File: src/rtl/mux_pkg.sv
// ---------------------------------------------------------------------------
// mux_pkg
// Shared definitions for the registered N:1 multiplexer family.
//   MODE_FIXED / MODE_SCAN : encoding of the 'mode' input
//   sel_width(n)           : width of a channel index for n channels (min 1)
// ---------------------------------------------------------------------------
package mux_pkg;

    localparam logic MODE_FIXED = 1'b0;
    localparam logic MODE_SCAN  = 1'b1;

    // $clog2(2) is 1 already, but a single-channel caller would get 0.
    // Clamp so a channel index is never zero bits wide.
    function automatic int sel_width(input int n);
        return (n <= 2) ? 1 : $clog2(n);
    endfunction

endpackage

File: src/rtl/mux_ch_sel.sv
// ---------------------------------------------------------------------------
// mux_ch_sel
// Purely combinational N_CH:1 selector of WIDTH-bit words.
//   in_data  [N_CH*WIDTH] : packed words, channel k at [k*WIDTH +: WIDTH]
//   cur_ch   [SEL_W]      : channel index
//   sel_data [WIDTH]      : selected word (0 if cur_ch >= N_CH)
// ---------------------------------------------------------------------------
module mux_ch_sel
    import mux_pkg::*;
#(
    parameter int N_CH  = 4,
    parameter int WIDTH = 1,
    parameter int SEL_W = sel_width(N_CH)
) (
    input  logic [N_CH*WIDTH-1:0] in_data,
    input  logic [SEL_W-1:0]      cur_ch,
    output logic [WIDTH-1:0]      sel_data
);

    // Compare-and-pick loop rather than an indexed part-select so an
    // out-of-range index yields a defined zero instead of X.
    always_comb begin
        sel_data = '0;
        for (int k = 0; k < N_CH; k++) begin
            if (cur_ch == SEL_W'(k)) begin
                sel_data = in_data[k*WIDTH +: WIDTH];
            end
        end
    end

endmodule

File: src/rtl/mux_nto1_reg.sv
// ---------------------------------------------------------------------------
// mux_nto1_reg
// N_CH-channel, WIDTH-bit multiplexer with a one-entry registered output and
// a fixed-select or round-robin scan channel pointer (cur_ch).
//
// Ports
//   clk, rst_n            : rising-edge clock, synchronous active-low reset
//   in_data  [N_CH*WIDTH] : producer words, channel k at [k*WIDTH +: WIDTH]
//   in_valid [N_CH]       : producer valids
//   in_ready [N_CH]       : producer readies (combinational, one-hot or zero)
//   mode                  : MODE_FIXED (0) or MODE_SCAN (1)
//   sel, sel_load         : load sel into cur_ch when sel < N_CH
//   out_data [WIDTH]      : registered word
//   out_ch   [SEL_W]      : channel that produced out_data
//   out_valid, out_ready  : consumer handshake
//   out_parity            : XOR of out_data, only with MUX_PARITY_EN defined
//
// Handshake: a word moves on any edge where valid and ready are both high.
// A valid, once raised, holds its data until accepted. The output stage
// accepts a new word when it is empty or being emptied in the same cycle,
// so back-to-back words flow at one per cycle.
// ---------------------------------------------------------------------------
module mux_nto1_reg
    import mux_pkg::*;
#(
    parameter int N_CH  = 4,
    parameter int WIDTH = 1,
    parameter int SEL_W = sel_width(N_CH)
) (
    input  logic                  clk,
    input  logic                  rst_n,
    input  logic [N_CH*WIDTH-1:0] in_data,
    input  logic [N_CH-1:0]       in_valid,
    output logic [N_CH-1:0]       in_ready,
    input  logic                  mode,
    input  logic [SEL_W-1:0]      sel,
    input  logic                  sel_load,
    output logic [WIDTH-1:0]      out_data,
    output logic [SEL_W-1:0]      out_ch,
`ifdef MUX_PARITY_EN
    output logic                  out_parity,
`endif
    output logic                  out_valid,
    input  logic                  out_ready
);

    logic [SEL_W-1:0] cur_ch;
    logic [SEL_W-1:0] cur_ch_next;
    logic [WIDTH-1:0] sel_data;
    logic             cur_valid;
    logic             load_ok;
    logic             xfer;
    logic             sel_ok;

    mux_ch_sel #(
        .N_CH  (N_CH),
        .WIDTH (WIDTH),
        .SEL_W (SEL_W)
    ) u_ch_sel (
        .in_data  (in_data),
        .cur_ch   (cur_ch),
        .sel_data (sel_data)
    );

    assign load_ok = !out_valid || out_ready;
    assign xfer    = rst_n && cur_valid && load_ok;
    assign sel_ok  = int'(sel) < N_CH;

    // Ready is gated by rst_n so producers never see a handshake in a
    // cycle whose edge is about to be consumed by reset.
    always_comb begin
        cur_valid = 1'b0;
        in_ready  = '0;
        for (int k = 0; k < N_CH; k++) begin
            if (cur_ch == SEL_W'(k)) begin
                cur_valid   = in_valid[k];
                in_ready[k] = rst_n && load_ok;
            end
        end
    end

    // Scan advances past a channel after serving it or when it is idle,
    // but waits on a channel that is valid and blocked by a full output.
    // An in-range sel_load always wins over the advance.
    always_comb begin
        cur_ch_next = cur_ch;
        if (sel_load && sel_ok) begin
            cur_ch_next = sel;
        end else if (mode == MODE_SCAN && (xfer || !cur_valid)) begin
            cur_ch_next = (cur_ch == SEL_W'(N_CH - 1)) ? '0 : cur_ch + SEL_W'(1);
        end
    end

    always_ff @(posedge clk) begin
        if (!rst_n) begin
            cur_ch     <= '0;
            out_valid  <= 1'b0;
            out_data   <= '0;
            out_ch     <= '0;
`ifdef MUX_PARITY_EN
            out_parity <= 1'b0;
`endif
        end else begin
            cur_ch <= cur_ch_next;
            if (xfer) begin
                out_valid  <= 1'b1;
                out_data   <= sel_data;
                out_ch     <= cur_ch;
`ifdef MUX_PARITY_EN
                out_parity <= ^sel_data;
`endif
            end else if (out_ready) begin
                // Word consumed with nothing behind it; data/ch stay as-is.
                out_valid <= 1'b0;
            end
        end
    end

endmodule

File: config.mk
export PLATFORM = sky130hd
export DESIGN_NAME = mux_nto1_reg
export DESIGN_NICKNAME = d
export VERILOG_FILES = /design/src/rtl/mux_pkg.sv /design/src/rtl/mux_ch_sel.sv /design/src/rtl/mux_nto1_reg.sv
export SDC_FILE = /design/constraint.sdc
export NUM_CORES = 1
export LEC_CHECK = 0
export BUFFER_PORTS_ARGS = -buffer_cell sky130_fd_sc_hd__buf_2
export CORE_AREA = 8 8 45 47
export DETAILED_ROUTE_END_ITERATION = 8
export DIE_AREA = 0 0 53 55
export SKIP_LAST_GASP = 1
export SLEW_MARGIN = 5
export SYNTH_ARGS = -nofsm -noshare
export SYNTH_HDL_FRONTEND = slang
export SYNTH_HIERARCHICAL = 1
export SYNTH_SLANG_ARGS = --single-unit
export TNS_END_PERCENT = 1
File: constraint.sdc
create_clock -name clk -period 3.4 [get_ports clk]
set_clock_uncertainty 0.1 [all_clocks]
set_input_delay 0.34 -clock clk [delete_from_list [all_inputs] [get_ports clk]]
set_output_delay 0.34 -clock clk [all_outputs]
set_load 0.1 [all_outputs]
==> results of run 1 <==
worst register-to-register path, stage by stage, from the launching register on:
cell and delay, ns:
sky130_fd_sc_hd__dfxtp_1 0.44, sky130_fd_sc_hd__inv_1 0.12, sky130_fd_sc_hd__ha_1 0.24, sky130_fd_sc_hd__a21oi_1 0.11, sky130_fd_sc_hd__o21ai_1 0.11, sky130_fd_sc_hd__a311o_2 0.39
sky130_fd_sc_hd__a32oi_1 0.16, sky130_fd_sc_hd__a21oi_1 0.08
path summary, 6_finish.rpt:
path | startpoint | to | slack [ns] | cells past startpoint
setup / recovery | cur_ch[0] | in_ready[3] | 1.37 | 3
hold / removal | sel[1] | cur_ch[1] | 0.27 | 3
hold reg to reg | out_ch[0] | out_ch[0] | 0.36 | 2
setup reg to reg | cur_ch[0] | cur_ch[0] | 1.54 | 7
metrics by stage:
stage / cell area [um^2] / setup slack [ns] / total power [mW]
final: 563 / 1.37 / 0.268
after global routing: 563 / 1.27 / 0.288
after global placement: 541 / 1.57 / 0.204
after CTS: 563 / 1.36 / 0.272
after floorplan: 418 / 1.19 / 0.183
after detailed placement: 541 / 1.54 / 0.205
flip-flops by register name, indices dropped and copies added (netlist names):
register   count
cur_ch         2
out_ch         2
out_data       1
out_valid      1
metal layers:
metal	vias to the layer above	track usage [%]	part of all wire [%]
li1	219	-	-
met1	179	9.19	48
met2	18	11.5	40
met3	0	3.21	12
met4	0	3.88	0
met5	-	0	0
power by group through the flow:
stage / Clock (mW) / Sequential, mW / Combinational, mW
2_1_floorplan: 0 / 0.124 / 0.0586
3_3_place_gp: 0 / 0.0848 / 0.120
3_5_place_dp: 0 / 0.0851 / 0.120
4_1_cts: 0.0678 / 0.0837 / 0.120
5_1_grt: 0.0753 / 0.0852 / 0.127
6_report: 0.0654 / 0.0837 / 0.119
cell usage in the layout, fill, tap and decap left out:
cell type	count
sky130_fd_sc_hd__a21o_1	1
sky130_fd_sc_hd__a21oi_1	4
sky130_fd_sc_hd__a311o_2	1
sky130_fd_sc_hd__a31oi_1	1
sky130_fd_sc_hd__a32oi_1	1
sky130_fd_sc_hd__and3_1	4
sky130_fd_sc_hd__buf_2	22
sky130_fd_sc_hd__clkbuf_4	3
sky130_fd_sc_hd__dfxtp_1	6
sky130_fd_sc_hd__ha_1	4
sky130_fd_sc_hd__inv_1	6
sky130_fd_sc_hd__mux2i_1	4
sky130_fd_sc_hd__mux4_2	1
sky130_fd_sc_hd__nand2_1	7
sky130_fd_sc_hd__nand2b_1	2
sky130_fd_sc_hd__nand3_1	1
sky130_fd_sc_hd__nor2_1	1
sky130_fd_sc_hd__nor2b_4	1
sky130_fd_sc_hd__o21ai_0	2
sky130_fd_sc_hd__o21ai_1	1
area by class of cell:
type | count | area [um^2]
Sequential cell | 6 | 120
Inverter | 6 | 22.5
Clock buffer | 3 | 22.5
Fill cell | 149 | 821
Multi-Input combinational cell | 36 | 268
Timing Repair Buffer | 22 | 110
Tap cell | 16 | 20.0
cell families (layout without fill, tap and decap cells):
| group | count (synthesis) | in the layout | share of synthesized area, % |
|---|---|---|---|
| compound gates | 11 | 11 | 16.5 |
| fa+ha+maj | 4 | 4 | 12.0 |
| buf+inv | 7 | 31 | 7.19 |
| flops | 6 | 6 | 28.7 |
| mux | 5 | 5 | 15.0 |
| simple gates | 16 | 16 | 20.7 |
==> results_tabular.tex, run 1 <==
\begin{tabular}{lr}
\hline
Metric & Value \\
\hline
\multicolumn{2}{l}{\textbf{Power}} \\
Clock share of power & between 20\% and 30\% \\
Switching component of the power & 119 uW \\
Share of power burned in registers & 31.2\% \\
IR Drop Worst-Case VDD & 0.201 mV \\
Reported leakage power & between 0.3 and 0.4 nW \\
Portion of total power attributed to combinational logic & 44.5\% \\
Power Density & between 400 and 500 nW/um\^{}2 \\
Switching Share & 44.3\% \\
Internal cell power & about 150 uW \\
\multicolumn{2}{l}{\textbf{Yosys}} \\
Leading area contributor after synthesis & sky130\_fd\_sc\_hd\_\_dfxtp\_1 \\
Ys flop type & sky130\_fd\_sc\_hd\_\_dfxtp\_1 \\
Distinct cell type count of the synthesized netlist & 19 \\
Post-synthesis sequential element count & 6 \\
Proportion of netlist area held by the largest area contributor & approximately 29\% \\
Gate Count Post-Synth & a little under 50 \\
Part of the Yosys area used for sequential elements & between 20\% and 30\% \\
Syn avg cell area & 8.53 um\^{}2 \\
Number of nets in the synthesized netlist & slightly below 70 \\
Top-count cell post-synth & sky130\_fd\_sc\_hd\_\_nand2\_1 \\
Cell Area, Synth & between 400 and 500 um\^{}2 \\
Top cells by area, synth & sky130\_fd\_sc\_hd\_\_dfxtp\_1 (29\%), sky130\_fd\_sc\_hd\_\_ha\_1 (12\%), sky130\_fd\_sc\_hd\_\_mux2i\_1 (9.6\%) \\
Asr flop ratio synth & 0\% \\
Number of flops mapped to enable cells by yosys & 0 \\
Synthesis Warnings & 6 \\
Top post-synthesis cells by count & sky130\_fd\_sc\_hd\_\_nand2\_1 (7), sky130\_fd\_sc\_hd\_\_dfxtp\_1 (6), sky130\_fd\_sc\_hd\_\_inv\_1 (6) \\
\multicolumn{2}{l}{\textbf{Worst setup path}} \\
Critical Path Start Type & flop \\
Cell with the largest stage delay on the worst path & sky130\_fd\_sc\_hd\_\_dfxtp\_1 \\
Worst Setup Path Type & reg2out \\
Crit Path Max Fanout & 6 \\
Crit end category & primary output \\
Family with the most delay on the worst path & flip-flops \\
Maximum single-stage delay on the critical path & roughly 0.44 ns \\
Worst EP arrival & between 1.5 and 2 ns \\
WP data required & around 3.0 ns \\
Buffers \& Inverters on Critical Path & 1 \\
Cell chain of the critical path & ha\_1 > and3\_1 > buf\_2 \\
\multicolumn{2}{l}{\textbf{Die}} \\
Standard-cell row count & 14 \\
Area of the die & 2920 um\^{}2 \\
Die W & 53 um \\
DIE HEIGHT & $\sim$55 um \\
Effective utilization at floorplan & 30.2\% \\
Count of boundary I/O pins & 23 \\
Core area & roughly 1400 um\^{}2 \\
\multicolumn{2}{l}{\textbf{Worst hold path}} \\
Type of the worst min-delay path & in2reg \\
\multicolumn{2}{l}{\textbf{STA}} \\
Share of the clock period used by the worst path after layout & between 50\% and 60\% \\
Clock period minus worst slack & between 2 and 2.5 ns \\
Achievable frequency & $\sim$0.5 GHz \\
Post-Route Hold Slack & around 0.27 ns \\
Total count of max-transition violations in the final report & 0 \\
Worst-margin pin slew & roughly 0.5 ns \\
Final-report hold violation count & 0 \\
Setup Viol. Count Final & 0 \\
Max transition margin & between 60\% and 70\% \\
Sum Neg Setup Slack & 0 ns \\
Unrepaired setup endpoints after global routing & false \\
\multicolumn{2}{l}{\textbf{Clock tree}} \\
Clock root buffer & sky130\_fd\_sc\_hd\_\_clkbuf\_4 \\
Hold buffer count at CTS & 0 \\
CTS H-Tree Depth & 1 \\
CTS Buffer Depth & 2 \\
Clock Latency Late Sink & 0.24 ns \\
Clock buffer count from CTS & 3 \\
CTS tree & built \\
Number of clock sinks & 6 \\
Count of instances resized after the clock tree is built & 0 \\
Post-CTS repair timing setup buffer count & 0 \\
Clock transition at the registers of the reported paths & approximately 0.05 ns \\
\multicolumn{2}{l}{\textbf{GRT}} \\
Global Route Usage Sum & between 7 and 8\% \\
Pin count of the biggest net entering global routing & 13 \\
Remaining global-route overflow & 0 \\
Antenna violations before repair & 0 \\
Number of global-route vias before repair & between 300 and 400 \\
Wire length of the first global-routing pass & approximately 1700 um \\
\multicolumn{2}{l}{\textbf{Routing}} \\
Post-DRT Antenna Nets & 0 \\
Total DRC errors in the routed layout & 0 \\
DRC marker count from the first detailed-route iteration & 10 \\
Routed via count divided by cell count & roughly 4.7 \\
Detailed-routing iteration count for the pre-antenna-repair pass & 4 \\
Average routed wire per standard cell & approximately 12 um \\
Final WL & 1030 um \\
Total via count in the routed design & 416 \\
\multicolumn{2}{l}{\textbf{Layout}} \\
Number of standard cells in the layout, taps in and fillers out & 89 \\
Signed area change from the synthesized netlist to the final layout & 34.7\% \\
Share of layout cells above drive strength 1 & between 30\% and 40\% \\
Final core utilization & between 40 and 50\% \\
Ant. Diodes & 0 \\
Fin nets & 94 \\
\multicolumn{2}{l}{\textbf{Placement}} \\
Count of buffers from port buffering & 22 \\
Final Wtd Congestion & approximately 0.74 \\
Placed Cells & 86 \\
\multicolumn{2}{l}{\textbf{Flow run}} \\
Max Cap Viol & 0 \\
\multicolumn{2}{l}{\textbf{Status}} \\
Outcome & finished, final reports clean \\
\hline
\end{tabular}
No activity file was read; power rests on OpenSTA's default activity.
==> inputs of run 2 (changes only) <==
==> constraint.sdc (replaced) <==
create_clock -name clk -period 1.7 [get_ports clk]
set_clock_uncertainty 0.1 [all_clocks]
set_input_delay 0.17 -clock clk [delete_from_list [all_inputs] [get_ports clk]]
set_output_delay 0.17 -clock clk [all_outputs]
set_load 0.1 [all_outputs]
==> results_tabular.tex, run 2 (synthesis results as in run 1) <==
\begin{tabular}{lr}
\hline
Metric & Value \\
\hline
\multicolumn{2}{l}{\textbf{Clock tree}} \\
CTS Buffer Depth & 2 (unchanged) \\
Clock Latency Late Sink & 0.25 ns (about the same) \\
Clock buffer count from CTS & 3 (unchanged) \\
Number of clock sinks & 6 (unchanged) \\
Clock transition at the registers of the reported paths & 0.04 ns (about the same) \\
Clock root buffer & sky130\_fd\_sc\_hd\_\_clkbuf\_4 \\
CTS tree & built \\
CTS H-Tree Depth & 1 (unchanged) \\
Hold buffer count at CTS & 0 (unchanged) \\
\multicolumn{2}{l}{\textbf{Worst setup path}} \\
Worst EP arrival & 1.67 ns (+0.08 ns) \\
Crit end category & flop \\
Crit Path Max Fanout & 4 (-2) \\
Worst path most repeated cell & sky130\_fd\_sc\_hd\_\_a21oi\_1 \\
Cell chain of the critical path & buf\_4 > ha\_4 > nand2\_2 > a21oi\_1 > a311o\_2 > a32oi\_1 > a21oi\_1 \\
Reg-to-reg setup timing slack & 0.05 ns (-1.49 ns) \\
Worst Setup Path Type & reg2reg \\
Maximum single-stage delay on the critical path & 0.38 ns (-0.06 ns) \\
Critical Path Start Type & flop \\
Cell with the largest stage delay on the worst path & sky130\_fd\_sc\_hd\_\_a311o\_2 \\
WP data required & 1.72 ns (-1.24 ns) \\
\multicolumn{2}{l}{\textbf{GRT}} \\
Remaining global-route overflow & 0 (unchanged) \\
Wire length of the first global-routing pass & 1720 um (+2.5\%) \\
Antenna violations before repair & 0 (unchanged) \\
Global Route Usage Sum & 8.04\% (+0.37 points) \\
Pin count of the biggest net entering global routing & 13 (unchanged) \\
Number of global-route vias before repair & 412 (+5.4\%) \\
\multicolumn{2}{l}{\textbf{Placement}} \\
Count of buffers from port buffering & 22 (unchanged) \\
Total placed instance area & 641 um\^{}2 (+19\%) \\
Post-DP HPWL & between 900 and 1000 um \\
Final Wtd Congestion & 0.712 (-3.5\%) \\
\multicolumn{2}{l}{\textbf{Routing}} \\
DRC marker count from the first detailed-route iteration & 4 (-6) \\
Average routed wire per standard cell & 12.6 um (+9.7\%) \\
Total via count in the routed design & 441 (+6.0\%) \\
Detailed-routing iteration count for the pre-antenna-repair pass & 4 (unchanged) \\
Final WL & 1200 um (+17\%) \\
Post-DRT Antenna Nets & 0 (unchanged) \\
Routed via count divided by cell count & 4.64 (-0.69\%) \\
Total DRC errors in the routed layout & 0 (unchanged) \\
\multicolumn{2}{l}{\textbf{Die}} \\
Die W & 53 um (unchanged) \\
Count of boundary I/O pins & 23 (unchanged) \\
Area of the die & 2920 um\^{}2 (unchanged) \\
Effective utilization at floorplan & 30.2\% (unchanged) \\
DIE HEIGHT & 55 um (unchanged) \\
Core area & 1380 um\^{}2 (unchanged) \\
Standard-cell row count & 14 (unchanged) \\
\multicolumn{2}{l}{\textbf{Layout}} \\
Regs by FF count & cur\_ch (2), out\_ch (2) \\
Fin nets & 100 (+6.4\%) \\
Number of fillers in the final layout & 133 (-11\%) \\
Signed area change from the synthesized netlist to the final layout & 75.7\% \\
Ant. Diodes & 0 (unchanged) \\
Share of layout cells above drive strength 1 & 58.2\% (+20 points) \\
Commonest cells after routing, fill and taps aside & sky130\_fd\_sc\_hd\_\_buf\_2 (18), sky130\_fd\_sc\_hd\_\_nand2\_1 (6), sky130\_fd\_sc\_hd\_\_buf\_4 (5) \\
Most frequent standard cell in the layout excluding fill and tap cells & sky130\_fd\_sc\_hd\_\_buf\_2 \\
Finished layout cell area & 734 um\^{}2 (+30\%) \\
\multicolumn{2}{l}{\textbf{STA}} \\
Sum Neg Setup Slack & 0 ns (unchanged) \\
Share of the clock period used by the worst path after layout & a little over nine tenths \\
Clock period minus worst slack & roughly 1.6 ns \\
Worst-margin pin slew & 0.494 ns (+0.00421 ns) \\
Post-Route Hold Slack & 0.0883 ns (-0.178 ns) \\
Final-report hold violation count & 0 (unchanged) \\
Achievable frequency & around 0.61 GHz \\
Max transition margin & 67.3\% (-0.28 points) \\
Total count of max-transition violations in the final report & 0 (unchanged) \\
Setup Viol. Count Final & 0 (unchanged) \\
\multicolumn{2}{l}{\textbf{Flow run}} \\
Max Cap Viol & 0 (unchanged) \\
\multicolumn{2}{l}{\textbf{Power}} \\
Reported leakage power & 0.375 nW (+14\%) \\
IR Drop Worst-Case VDD & 0.495 mV (+150\%) \\
Power Density & 821 nW/um\^{}2 (+72\%) \\
\multicolumn{2}{l}{\textbf{Worst hold path}} \\
Type of the worst min-delay path & in2reg \\
\multicolumn{2}{l}{\textbf{Status}} \\
Outcome & finished, final reports clean \\
\hline
\end{tabular}
[run 2: cell types whose count changed in the layout (fill, tap and decap cells not counted), sizes merged]
cell | before | now
buf | 22 | 28
[run 2: worst max-delay path: cells and delay by family, from the launching register on]
kind,cells,cell delay [ns]
AND/OR/NAND/NOR,1,0.07
AO/OA/AOI/OAI,4,0.68
adder cells (fa/ha/maj),1,0.17
buffers and inverters,1,0.15
flip-flops,1,0.36
[run 2: final timing paths]
path,endpoint,cells after the start,start
hold / removal,cur_ch[1],3,sel[1]
setup / recovery,cur_ch[0],7,cur_ch[1]
setup reg to reg,cur_ch[0],7,cur_ch[1]
hold reg to reg,out_data,2,out_data
[run 2: metal layers]
metal,wire [um],vias up,track usage [%]
met2,570,21,13.7
met3,153,3,4.81
met4,11,0,2.59
met1,465,183,8.08
li1,-,234,-
met5,0,-,0
[run 2: final cells by class]
cell class              instances  area, um^2  area share [%]
multi-input cells              36         317            43.1
flip-flops and latches          6         129            17.5
repair buffers                 28         219            29.8
inverters                       6        27.5            3.75
clock buffers                   3        22.5            3.07
well taps                      16        20.0            2.73
[run 2: metrics by stage]
stage          util (%)  instances  total power, mW  setup slack, ns
6_report           53.1         95            0.603           0.0502
5_1_grt            53.1         95            0.638        -0.000729
4_1_cts            48.5         94            0.588          0.00697
3_5_place_dp       46.3         91            0.449          -0.0234
3_3_place_gp       46.3         91            0.446          -0.0293
2_1_floorplan         -         49            0.367          -0.0796
[run 2: report_power, final]
part / switching [mW] / internal (mW)
registers: 0.0117 / 0.157
logic: 0.195 / 0.105
clock network: 0.0548 / 0.0801
total: 0.261 / 0.342
[run 2: repair_timing]
item | in CTS | in global routing
setup buffers | 0 | 1
setup endpoints to repair | 2 | 5
resized for setup | 5 | 13
pin swaps | 0 | 5
